**src/rtl/deser8_pkg.sv**
```systemverilog
// Shared constants and helpers for the deser8 serial-to-parallel deserializer.
package deser8_pkg;

    function automatic int unsigned cnt_width(input int unsigned w);
        return (w > 1) ? $clog2(w) : 1;
    endfunction

    localparam int unsigned DESER_WIDTH = 8;
    localparam int unsigned DESER_CNT_W = cnt_width(DESER_WIDTH);

endpackage

```
**src/rtl/deser8_shift.sv**
```systemverilog
// LSB-first serial-in/parallel-out shift register with synchronous clear.
module deser8_shift
    import deser8_pkg::*;
#(
    parameter int unsigned WIDTH = DESER_WIDTH
) (
    input  logic             clock,
    input  logic             reset_n,
    input  logic             clear,
    input  logic             shift_en,
    input  logic             in_bit,
    output logic [WIDTH-1:0] word_c
);

    logic [WIDTH-1:0] sr;

    // New bits enter at the top so the first bit of a word ends up in bit 0.
    assign word_c = (sr >> 1) | (WIDTH'(in_bit) << (WIDTH - 1));

    always_ff @(posedge clock or negedge reset_n) begin
        if (!reset_n) begin
            sr <= '0;
        end else if (clear) begin
            sr <= '0;
        end else if (shift_en) begin
            sr <= word_c;
        end
    end

endmodule

```
**src/rtl/deser8.sv**
```systemverilog
// Deserializer: assembles WIDTH accepted serial bits into one word with a
// valid/ready output register and registered parity.
module deser8
    import deser8_pkg::*;
#(
    parameter int unsigned WIDTH = DESER_WIDTH
) (
    input  logic             clock,
    input  logic             reset_n,
    input  logic             in_valid,
    input  logic             in_bit,
    output logic             in_ready,
    input  logic             abort,
    output logic [WIDTH-1:0] out_data,
    output logic             out_valid,
    input  logic             out_ready,
    output logic             out_parity
);

    localparam int unsigned     CNT_W = cnt_width(WIDTH);
    localparam logic [CNT_W-1:0] LAST = CNT_W'(WIDTH - 1);

    logic [CNT_W-1:0] cnt;
    logic [WIDTH-1:0] word_c;
    logic             at_last_c;
    logic             accept_c;
    logic             complete_c;
    logic             consume_c;

    // Only the final bit of a word can be stalled, and only by an unconsumed output.
    assign at_last_c  = (cnt == LAST);
    assign in_ready   = !(out_valid && !out_ready && at_last_c);
    assign accept_c   = in_valid && in_ready && !abort;
    assign complete_c = accept_c && at_last_c;
    assign consume_c  = out_valid && out_ready;

    deser8_shift #(
        .WIDTH (WIDTH)
    ) u_shift (
        .clock    (clock),
        .reset_n  (reset_n),
        .clear    (abort),
        .shift_en (accept_c),
        .in_bit   (in_bit),
        .word_c   (word_c)
    );

    // Bit counter: wraps on the last bit, cleared by abort.
    always_ff @(posedge clock or negedge reset_n) begin
        if (!reset_n) begin
            cnt <= '0;
        end else if (abort) begin
            cnt <= '0;
        end else if (accept_c) begin
            cnt <= at_last_c ? '0 : cnt + CNT_W'(1);
        end
    end

    // Output register: a completing word wins over a same-edge consume, so no bubble.
    always_ff @(posedge clock or negedge reset_n) begin
        if (!reset_n) begin
            out_data   <= '0;
            out_parity <= 1'b0;
            out_valid  <= 1'b0;
        end else if (complete_c) begin
            out_data   <= word_c;
            out_parity <= ^word_c;
            out_valid  <= 1'b1;
        end else if (consume_c) begin
            out_valid  <= 1'b0;
        end
    end

endmodule

```
**config.mk**
```make
export PLATFORM = sky130hd
export DESIGN_NAME = deser8
export DESIGN_NICKNAME = d
export VERILOG_FILES = /design/src/rtl/deser8_pkg.sv /design/src/rtl/deser8_shift.sv /design/src/rtl/deser8.sv
export SDC_FILE = /design/constraint.sdc
export NUM_CORES = 1
export LEC_CHECK = 0
export ABC_AREA = 0
export CELL_PAD_IN_SITES_DETAIL_PLACEMENT = 1
export CELL_PAD_IN_SITES_GLOBAL_PLACEMENT = 1
export CORE_UTILIZATION = 40
export DETAILED_ROUTE_END_ITERATION = 10
export PLACE_DENSITY_LB_ADDON = 0.1
export SYNTH_ARGS = -nofsm -noshare
export SYNTH_HDL_FRONTEND = slang
export SYNTH_SLANG_ARGS = --single-unit
```
**constraint.sdc**
```tcl
create_clock -name clock -period 2.1 [get_ports clock]
set_input_delay 0.42 -clock clock [delete_from_list [all_inputs] [get_ports clock]]
set_output_delay 0.42 -clock clock [all_outputs]
set_load 0.02 [all_outputs]
```
==> flow_metrics.env, run 1 <==
export IMPL_outcome="completed"
export IMPL_crit_path_start_kind="register"
export IMPL_syn_inst=59
export IMPL_initial_core_util=0.440
export IMPL_worstPathMaxFanout=3
export IMPL_cp_end_kind="output port"
export IMPL_slowest_stage="dfrtp_1"
export IMPL_cts_buffers=3
export IMPL_synth_net_count=67
export IMPL_num_vias=540
export IMPL_root_buffer="clkbuf_4"
export IMPL_min_period_ns=1.99
export IMPL_period_share=0.948
export IMPL_finalMaxSlewViolations=0
export IMPL_num_nets_final=88
export IMPL_drc_errors=0
export IMPL_clk_latency_ns=0.29
export IMPL_drt_wl_total_um=1530
export IMPL_rows=16
export IMPL_arrival_ns=1.57
export IMPL_finish_utilization=0.543
export IMPL_placed_area_um2=1080
export IMPL_max_stage_delay_ns=0.41
export IMPL_dieArea_um2=2420
export IMPL_drtPass1Iterations=2
export IMPL_wl_per_cell_um=14.5
export IMPL_path_delay_family="adder cells"
export IMPL_setup_viol=0
export IMPL_skew_ns=0.000742
export IMPL_crit_type="register to output port"
export IMPL_synth_area_um2=890
export IMPL_worstMarginPinSlew_ns=0.388
export IMPL_yosysUniqueCellTypes=16
export IMPL_htree_levels=1
export IMPL_cts_tree="done"
export IMPL_path_common_cell="ha_1"
export IMPL_chipHeight_um=49.2
export IMPL_area_growth_pct=23.3
export IMPL_cts_buffer_depth=2
export IMPL_yosys_register_bits=20
export IMPL_die_width_um=49.2
export IMPL_syn_avg_cell_area_um2=15.1
export IMPL_setup_tns_ns=0
export IMPL_crit_buf_inv=1
export IMPL_power_leakage_nw=0.507
export IMPL_antenna_found_initial=0
export IMPL_grt_pass1_wl_um=2790
export IMPL_path_clk_slew_ns=0.10
export IMPL_hold_viol=0
export IMPL_rsz0062_at_grt="no"
export IMPL_io_buffers=16
export IMPL_core_area_um2=2020
export IMPL_relSlewSlack=0.741
export IMPL_hp_class="input pin to asynchronous set/reset pin"
export IMPL_yosysWarnings=0
export IMPL_ys_seq_area_frac=0.563
export IMPL_gp_congestion=0.688
export IMPL_ios=17
export IMPL_grt_use_total=0.160
export IMPL_via_per_inst=5.14
export IMPL_postLayoutCellArea_um2=1100
export IMPL_final_cell_mix="dfrtp_1, clkdlybuf4s50_1, a22o_1"
export IMPL_ant_nets=0
export IMPL_p_per_area_nw_per_um2=566
export IMPL_cts_sinks=20
export IMPL_antennaDiodeCount=0
export IMPL_grt_ovfl_total=0
export IMPL_place_hpwl_um=1060
export IMPL_first_global_vias=589
export IMPL_cts_hold_buf=0
export IMPL_cap_violations=0
export IMPL_first_iter_violations=8
export IMPL_fmax_mhz=502
export IMPL_worstPathRequired_ns=1.68
export IMPL_drive_gt1_frac=0.205
export IMPL_grt_max_degree=21
export IMPL_final_common_cell="dfrtp_1"
export IMPL_ir_drop_mv=0.410
export IMPL_path_cells="ha_1, ha_1, nand3b_2, dlygate4sd2_1"
export IMPL_post_cts_buffers=0
[cell type report]
cell class | instances | area (um^2)
flip-flops and latches | 20 | 500
repair buffers | 18 | 174
clock buffers | 3 | 22.5
fillers | 206 | 925
inverters | 1 | 3.75
well taps | 27 | 33.8
multi-input cells | 36 | 363
[registers in the layout, indices dropped and copies added, names as in the netlist]
| register | flops |
|---|---|
| cnt | 3 |
| out_data | 8 |
| out_parity | 1 |
| out_valid | 1 |
| u_shift.sr | 7 |
[worst reg2reg max path, stage by stage, from the launching register on]
cell	delay, ns
dfrtp_1	0.41
ha_1	0.20
ha_1	0.22
nand3b_2	0.10
buf_4	0.12
and3b_1	0.40
a22o_1	0.20
[final timing paths]
path,end,depth (start not counted),from,slack [ns]
worst max register to register,cnt[0]$_DFFE_PN0P_,6,cnt[0]$_DFFE_PN0P_,0.39
worst min-delay path,out_valid$_DFFE_PN0P_,2,reset_n,0.45
worst min register to register,out_data[0]$_DFFE_PN0P_,1,out_data[0]$_DFFE_PN0P_,0.49
max in group asynchronous,u_shift.sr[5]$_DFFE_PN0P_,2,reset_n,1.46
worst max-delay path,in_ready,4,cnt[0]$_DFFE_PN0P_,0.11
min in group clock,out_data[0]$_DFFE_PN0P_,1,out_data[0]$_DFFE_PN0P_,0.49
[logic make-up after synthesis]
logic type,Yosys count,synth area share
flip-flops,20,0.563
AO/OA/AOI/OAI,12,0.122
multiplexers,8,0.131
XOR/XNOR,7,0.0689
AND/OR/NAND/NOR,7,0.0577
buffers and inverters,3,0.0295
adder cells (fa/ha/maj),2,0.0281
[cell usage after synthesis]
master	count	area share
dfrtp_1	20	0.56
a22o_1	10	0.098
mux2_4	7	0.12
xnor2_1	7	0.069
buf_6	2	0.025
ha_1	2	0.028
nor2_1	2	0.0084
a21oi_1	1	0.0056
a21oi_4	1	0.018
and3b_1	1	0.0098
and4b_4	1	0.015
inv_2	1	0.0042
mux2_1	1	0.013
nand2_1	1	0.0042
nand2b_1	1	0.0070
nand3b_2	1	0.013
[stage by stage]
stage	setup WS, ns	hold slack [ns]	total power, W	cells
finish	0.110	0.445	0.000621	105
global route	0.0333	0.468	0.000649	105
CTS	0.0830	0.449	0.000630	105
detailed placement	0.0516	0.475	0.000453	102
global placement	0.0725	0.466	0.000452	102
floorplan	0.565	0.124	0.000428	59
[routing by layer]
layer | track usage | vias to the layer above | part of all wire
li1 | - | 250 | -
met2 | 0.253 | 13 | 0.46
met4 | 0.0637 | 0 | 0.018
met5 | 0 | - | 0
met3 | 0.0561 | 5 | 0.039
met1 | 0.197 | 272 | 0.49
[power by group]
| part | internal [W] | leakage (nW) | switching (W) |
|---|---|---|---|
| clock network | 0.0000669 | 0.0138 | 0.000110 |
| logic | 0.0000244 | 0.217 | 0.0000245 |
| registers | 0.000391 | 0.277 | 0.00000524 |
| total | 0.000482 | 0.507 | 0.000139 |
[timing repair]
action / in CTS / in global routing
hold endpoints to repair: 0 / 0
gates resized for setup: 1 / 0
endpoints found under the setup margin: 1 / 0
Note: power is estimated with default switching activity, not from simulation.
==> run 2, diff against run 1 <==
CTS_BUF_LIST = sky130_fd_sc_hd__clkbuf_16   (was unset)
CTS_CLUSTER_DIAMETER = 120   (was unset)
==> run 2 against run 1 <==
  * Clock power rose by 110%
  * Sequential share of layout area shrank 2.1 points
  * Combinational power about the same
  * Cell area is 4.8% higher
  * Sequential cell count unchanged
  * Non-clock buffer count stayed put
  * Largest power group unchanged
  * Routed wire length up 4.5%
  * Total power is 33% higher
  * Register-to-register slack better by 0.02 ns
  * Critical endpoint unchanged
  * Die area did not move
  * Critical path depth unchanged
  * Largest cell class unchanged
  * Global-route usage increased by 0.87 points
==> flow_metrics.env, run 2 (synthesis gave the netlist of run 1 again) <==
export IMPL_outcome="completed"
export IMPL_final_cell_mix="dfrtp_1, clkdlybuf4s50_1, a22o_1"
export IMPL_p_int_w=0.000667
export IMPL_slowest_stage="dfrtp_1"
export IMPL_relSlewSlack=0.749
export IMPL_place_hpwl_um=1060
export IMPL_num_vias=541
export IMPL_worstPathRequired_ns=1.68
export IMPL_dieArea_um2=2420
export IMPL_initial_core_util=0.440
export IMPL_p_per_area_nw_per_um2=717
export IMPL_first_global_vias=608
export IMPL_cts_tree="done"
export IMPL_ios=17
export IMPL_cp_end_kind="output port"
export IMPL_crit_buf_inv=1
export IMPL_first_iter_violations=9
export IMPL_cts_resized=1
export IMPL_switching_share=0.191
export IMPL_drc_errors=0
export IMPL_drive_gt1_frac=0.205
export IMPL_hold_viol=0
export IMPL_chipHeight_um=49.2
export IMPL_num_nets_final=88
export IMPL_p_clk_frac=0.459
export IMPL_grt_max_degree=21
export IMPL_antennaDiodeCount=0
export IMPL_finalMaxSlewViolations=0
export IMPL_fmax_mhz=520
export IMPL_top_register="out_data"
export IMPL_grt_ovfl_total=0
export IMPL_gp_congestion=0.688
export IMPL_rsz0062_at_grt="no"
export IMPL_cts_sinks=20
export IMPL_cap_violations=0
export IMPL_crit_type="register to output port"
export IMPL_setup_tns_ns=0
export IMPL_crit_path_start_kind="register"
export IMPL_finish_utilization=0.569
export IMPL_setup_viol=0
export IMPL_arrival_ns=1.50
export IMPL_power_leakage_nw=0.531
export IMPL_grt_pass1_wl_um=2920
export IMPL_ir_drop_mv=0.624
export IMPL_cts_buffers=3
export IMPL_path_cells="ha_1, ha_1, nand3b_2, dlygate4sd2_1"
export IMPL_via_per_inst=5.15
export IMPL_wl_per_cell_um=15.2
export IMPL_cts_buffer_depth=2
export IMPL_drtPass1Iterations=3
export IMPL_comb_power_share=0.059
export IMPL_htree_levels=1
export IMPL_area_growth_pct=29.3
export IMPL_final_common_cell="dfrtp_1"
export IMPL_hp_class="register to register"
export IMPL_max_stage_delay_ns=0.39
export IMPL_post_cts_buffers=0
export IMPL_cts_hold_buf=0
export IMPL_p_sw_w=0.000158
export IMPL_placed_cells=102
export IMPL_path_common_cell="ha_1"
export IMPL_rows=16
export IMPL_io_buffers=16
export IMPL_drt_wl_total_um=1600
export IMPL_power_w=0.000824
export IMPL_core_area_um2=2020
export IMPL_clk_latency_ns=0.25
export IMPL_worstMarginPinSlew_ns=0.377
export IMPL_root_buffer="clkbuf_16"
export IMPL_largest_reg_flops=8
export IMPL_antenna_found_initial=0
export IMPL_hold_slack_ns=0.479
export IMPL_grt_use_total=0.168
export IMPL_path_clk_slew_ns=0.05
export IMPL_path_delay_family="adder cells"
export IMPL_min_period_ns=1.92
export IMPL_period_share=0.916
export IMPL_worstPathMaxFanout=3
export IMPL_p_seq_frac=0.481
export IMPL_reg_top3="out_data: 8 flops, u_shift.sr: 7 flops, cnt: 3 flops"
export IMPL_ant_nets=0
export IMPL_instances_no_fill=105
export IMPL_die_width_um=49.2
export IMPL_skew_ns=0.00228
-- run 2: cell types whose count changed in the layout (fill, tap and decap cells not counted) --
cell / before / now
clkbuf_16: 0 / 3
clkbuf_4: 3 / 0
-- run 2: final cells by class --
class,instances,area (um^2)
Tap cell,27,33.8
Fill cell,200,872
Timing Repair Buffer,18,174
Inverter,1,3.75
Sequential cell,20,500
Multi-Input combinational cell,36,363
Clock buffer,3,75.1
-- run 2: through the flow --
stage	cell area (um^2)	setup slack, ns
after detailed placement	1080	0.0516
after floorplan	890	0.565
after CTS	1150	0.156
after global placement	1080	0.0725
final	1150	0.176
after global routing	1150	0.115
-- run 2: final timing paths --
path | from | to | slack (ns) | cells past startpoint
min in group asynchronous | reset_n | out_valid$_DFFE_PN0P_ | 0.51 | 2
hold / removal | out_data[0]$_DFFE_PN0P_ | out_data[0]$_DFFE_PN0P_ | 0.48 | 1
hold reg to reg | out_data[0]$_DFFE_PN0P_ | out_data[0]$_DFFE_PN0P_ | 0.48 | 1
setup reg to reg | cnt[0]$_DFFE_PN0P_ | u_shift.sr[6]$_DFFE_PN0P_ | 0.41 | 6
setup / recovery | cnt[0]$_DFFE_PN0P_ | in_ready | 0.18 | 4
max in group asynchronous | reset_n | out_data[5]$_DFFE_PN0P_ | 1.39 | 2
-- run 2: power groups by stage --
| stage | logic [W] | clock network, W | registers [W] |
|---|---|---|---|
| 3_5_place_dp | 0.0000497 | 0 | 0.000404 |
| 3_3_place_gp | 0.0000487 | 0 | 0.000403 |
| 2_1_floorplan | 0.0000254 | 0 | 0.000403 |
| 4_1_cts | 0.0000503 | 0.000389 | 0.000397 |
| 5_1_grt | 0.0000550 | 0.000402 | 0.000398 |
| 6_report | 0.0000490 | 0.000378 | 0.000397 |
-- run 2: routing by layer --
layer	wire length (um)	share of wire	GRT usage
met4	42	0.026	0.0882
met1	775	0.49	0.199
met3	52	0.033	0.0467
met5	0	0	0
met2	724	0.45	0.276
==> run 3, diff against run 2 <==
clock period = 1.8 ns   (was 2.1 ns; I/O delays follow)
==> run 3 against run 2 <==
  * Worst hold slack got worse by 0.032 ns
  * Via count increased by 0.92%
  * Final cell count increased by 3.8%
  * Sequential share of layout area decreased by 0.84 points
  * Sequential power increased by 17%
  * Total power increased by 18%
  * Combinational power increased by 24%
  * Critical path type is now register to register
  * Non-clock buffer count increased by 3
  * Die area unchanged
  * Critical path depth increased by 2
==> flow_metrics.env, run 3 (synthesis gave the netlist of run 1 again) <==
export IMPL_cts_buffer_depth=2
export IMPL_drtPass1Iterations=4
export IMPL_top_register="out_data"
export IMPL_core_area_um2=2020
export IMPL_crit_buf_inv=1
export IMPL_skew_ns=0.00162
export IMPL_chipHeight_um=49.2
export IMPL_cts_buffers=3
export IMPL_antenna_found_initial=0
export IMPL_die_width_um=49.2
export IMPL_worstPathMaxFanout=10
export IMPL_placed_area_um2=1100
export IMPL_path_common_cell="ha_1"
export IMPL_relSlewSlack=0.731
export IMPL_first_iter_violations=4
export IMPL_gp_congestion=0.671
export IMPL_cts_sinks=20
export IMPL_num_nets_final=91
export IMPL_postLayoutCellArea_um2=1170
export IMPL_htree_levels=1
export IMPL_place_hpwl_um=1070
export IMPL_multiInputGateArea_um2=363
export IMPL_grt_max_degree=21
export IMPL_first_global_vias=607
export IMPL_num_vias=546
export IMPL_period_share=0.936
export IMPL_use_met2=0.290
export IMPL_root_buffer="clkbuf_16"
export IMPL_ios=17
export IMPL_crit_path_start_kind="register"
export IMPL_grt_met3_usage=0.0561
export IMPL_max_stage_delay_ns=0.41
export IMPL_worstPathRequired_ns=1.98
export IMPL_path_cells="ha_1, ha_1, nand3b_2, buf_4, and3b_1, a22o_1"
export IMPL_antennaDiodeCount=0
export IMPL_rsz0062_at_grt="no"
export IMPL_path_delay_family="simple AND/OR/NAND/NOR gates"
export IMPL_fillCellCount=188
export IMPL_wl_per_cell_um=15.5
export IMPL_via_per_inst=5.01
export IMPL_drt_wl_total_um=1690
export IMPL_p_per_area_nw_per_um2=827
export IMPL_cts_tree="done"
export IMPL_seqCellArea_um2=500
export IMPL_initial_core_util=0.440
export IMPL_setup_viol=0
export IMPL_io_buffers=16
export IMPL_finalMaxSlewViolations=0
export IMPL_rows=16
export IMPL_final_cell_mix="dfrtp_1, clkdlybuf4s50_1, a22o_1"
export IMPL_cap_violations=0
export IMPL_drive_gt1_frac=0.244
export IMPL_grt_use_total=0.171
export IMPL_largest_reg_flops=8
export IMPL_hold_slack_ns=0.448
export IMPL_ir_drop_mv=0.840
export IMPL_fmax_mhz=594
export IMPL_final_common_cell="dfrtp_1"
export IMPL_crit_type="register to register"
export IMPL_grt_pass1_wl_um=3000
export IMPL_clk_latency_ns=0.25
export IMPL_hold_viol=0
export IMPL_grt_ovfl_total=0
export IMPL_outcome="completed"
export IMPL_busiest_layer="met2"
export IMPL_slowest_stage="and3b_1"
export IMPL_drc_errors=0
export IMPL_cp_end_kind="register"
export IMPL_hp_class="input pin to asynchronous set/reset pin"
export IMPL_path_clk_slew_ns=0.05
export IMPL_arrival_ns=1.87
export IMPL_power_leakage_nw=0.548
export IMPL_cts_hold_buf=0
export IMPL_reg_top3="out_data: 8 flops, u_shift.sr: 7 flops, cnt: 3 flops"
export IMPL_worstMarginPinSlew_ns=0.404
export IMPL_use_met1=0.206
export IMPL_min_period_ns=1.68
export IMPL_ant_nets=0
export IMPL_dieArea_um2=2420
export IMPL_area_growth_pct=31.8
==> run 3: area by class of cell <==
cell class	count	share of cell area
flip-flops and latches	20	0.427
multi-input cells	36	0.309
repair buffers	21	0.164
clock buffers	3	0.0640
well taps	27	0.0288
clock inverters	1	0.00320
inverters	1	0.00320
==> run 3: final timing paths <==
check                                       endpoint               startpoint  slack, ns  cells past startpoint
hold reg to reg              out_data[0]$_DFFE_PN0P_  out_data[0]$_DFFE_PN0P_       0.48                      1
min in group clock           out_data[0]$_DFFE_PN0P_  out_data[0]$_DFFE_PN0P_       0.48                      1
setup reg to reg           u_shift.sr[6]$_DFFE_PN0P_       cnt[0]$_DFFE_PN0P_       0.12                      6
max in group asynchronous    out_data[4]$_DFFE_PN0P_                  reset_n       1.15                      2
hold / removal                 out_valid$_DFFE_PN0P_                  reset_n       0.45                      2
setup / recovery           u_shift.sr[6]$_DFFE_PN0P_       cnt[0]$_DFFE_PN0P_       0.12                      6
==> run 3: what timing repair did <==
action | 4_1_cts | 5_1_grt
buffers inserted | 0 | 0
pin swaps | 0 | 0
gates resized for setup | 3 | 1
endpoints found under the setup margin | 1 | 1
==> run 3: where the power goes <==
part / total [W] / switching (W) / leakage (nW) / internal, W
logic: 0.0000608 / 0.0000302 / 0.233 / 0.0000306
registers: 0.000463 / 0.00000589 / 0.277 / 0.000457
clock network: 0.000446 / 0.000151 / 0.0385 / 0.000295
total: 0.000969 / 0.000187 / 0.548 / 0.000783
==> run 3: through the flow <==
step                      setup TNS, ns  total power, W   util  instances  setup WS, ns
after floorplan                       0        0.000499      -         59         0.265
final                                 0        0.000969  0.580        109         0.115
after global routing                  0         0.00101  0.580        109        0.0246
after global placement           -0.120        0.000530  0.543        105        -0.106
after CTS                             0        0.000987  0.583        109        0.0353
after detailed placement         -0.141        0.000531  0.543        105        -0.126
==> run 3: metal layers <==
metal	routed length (um)	vias up
met1	785	276
met4	11	0
met2	845	12
met5	0	-
li1	-	256
met3	48	2
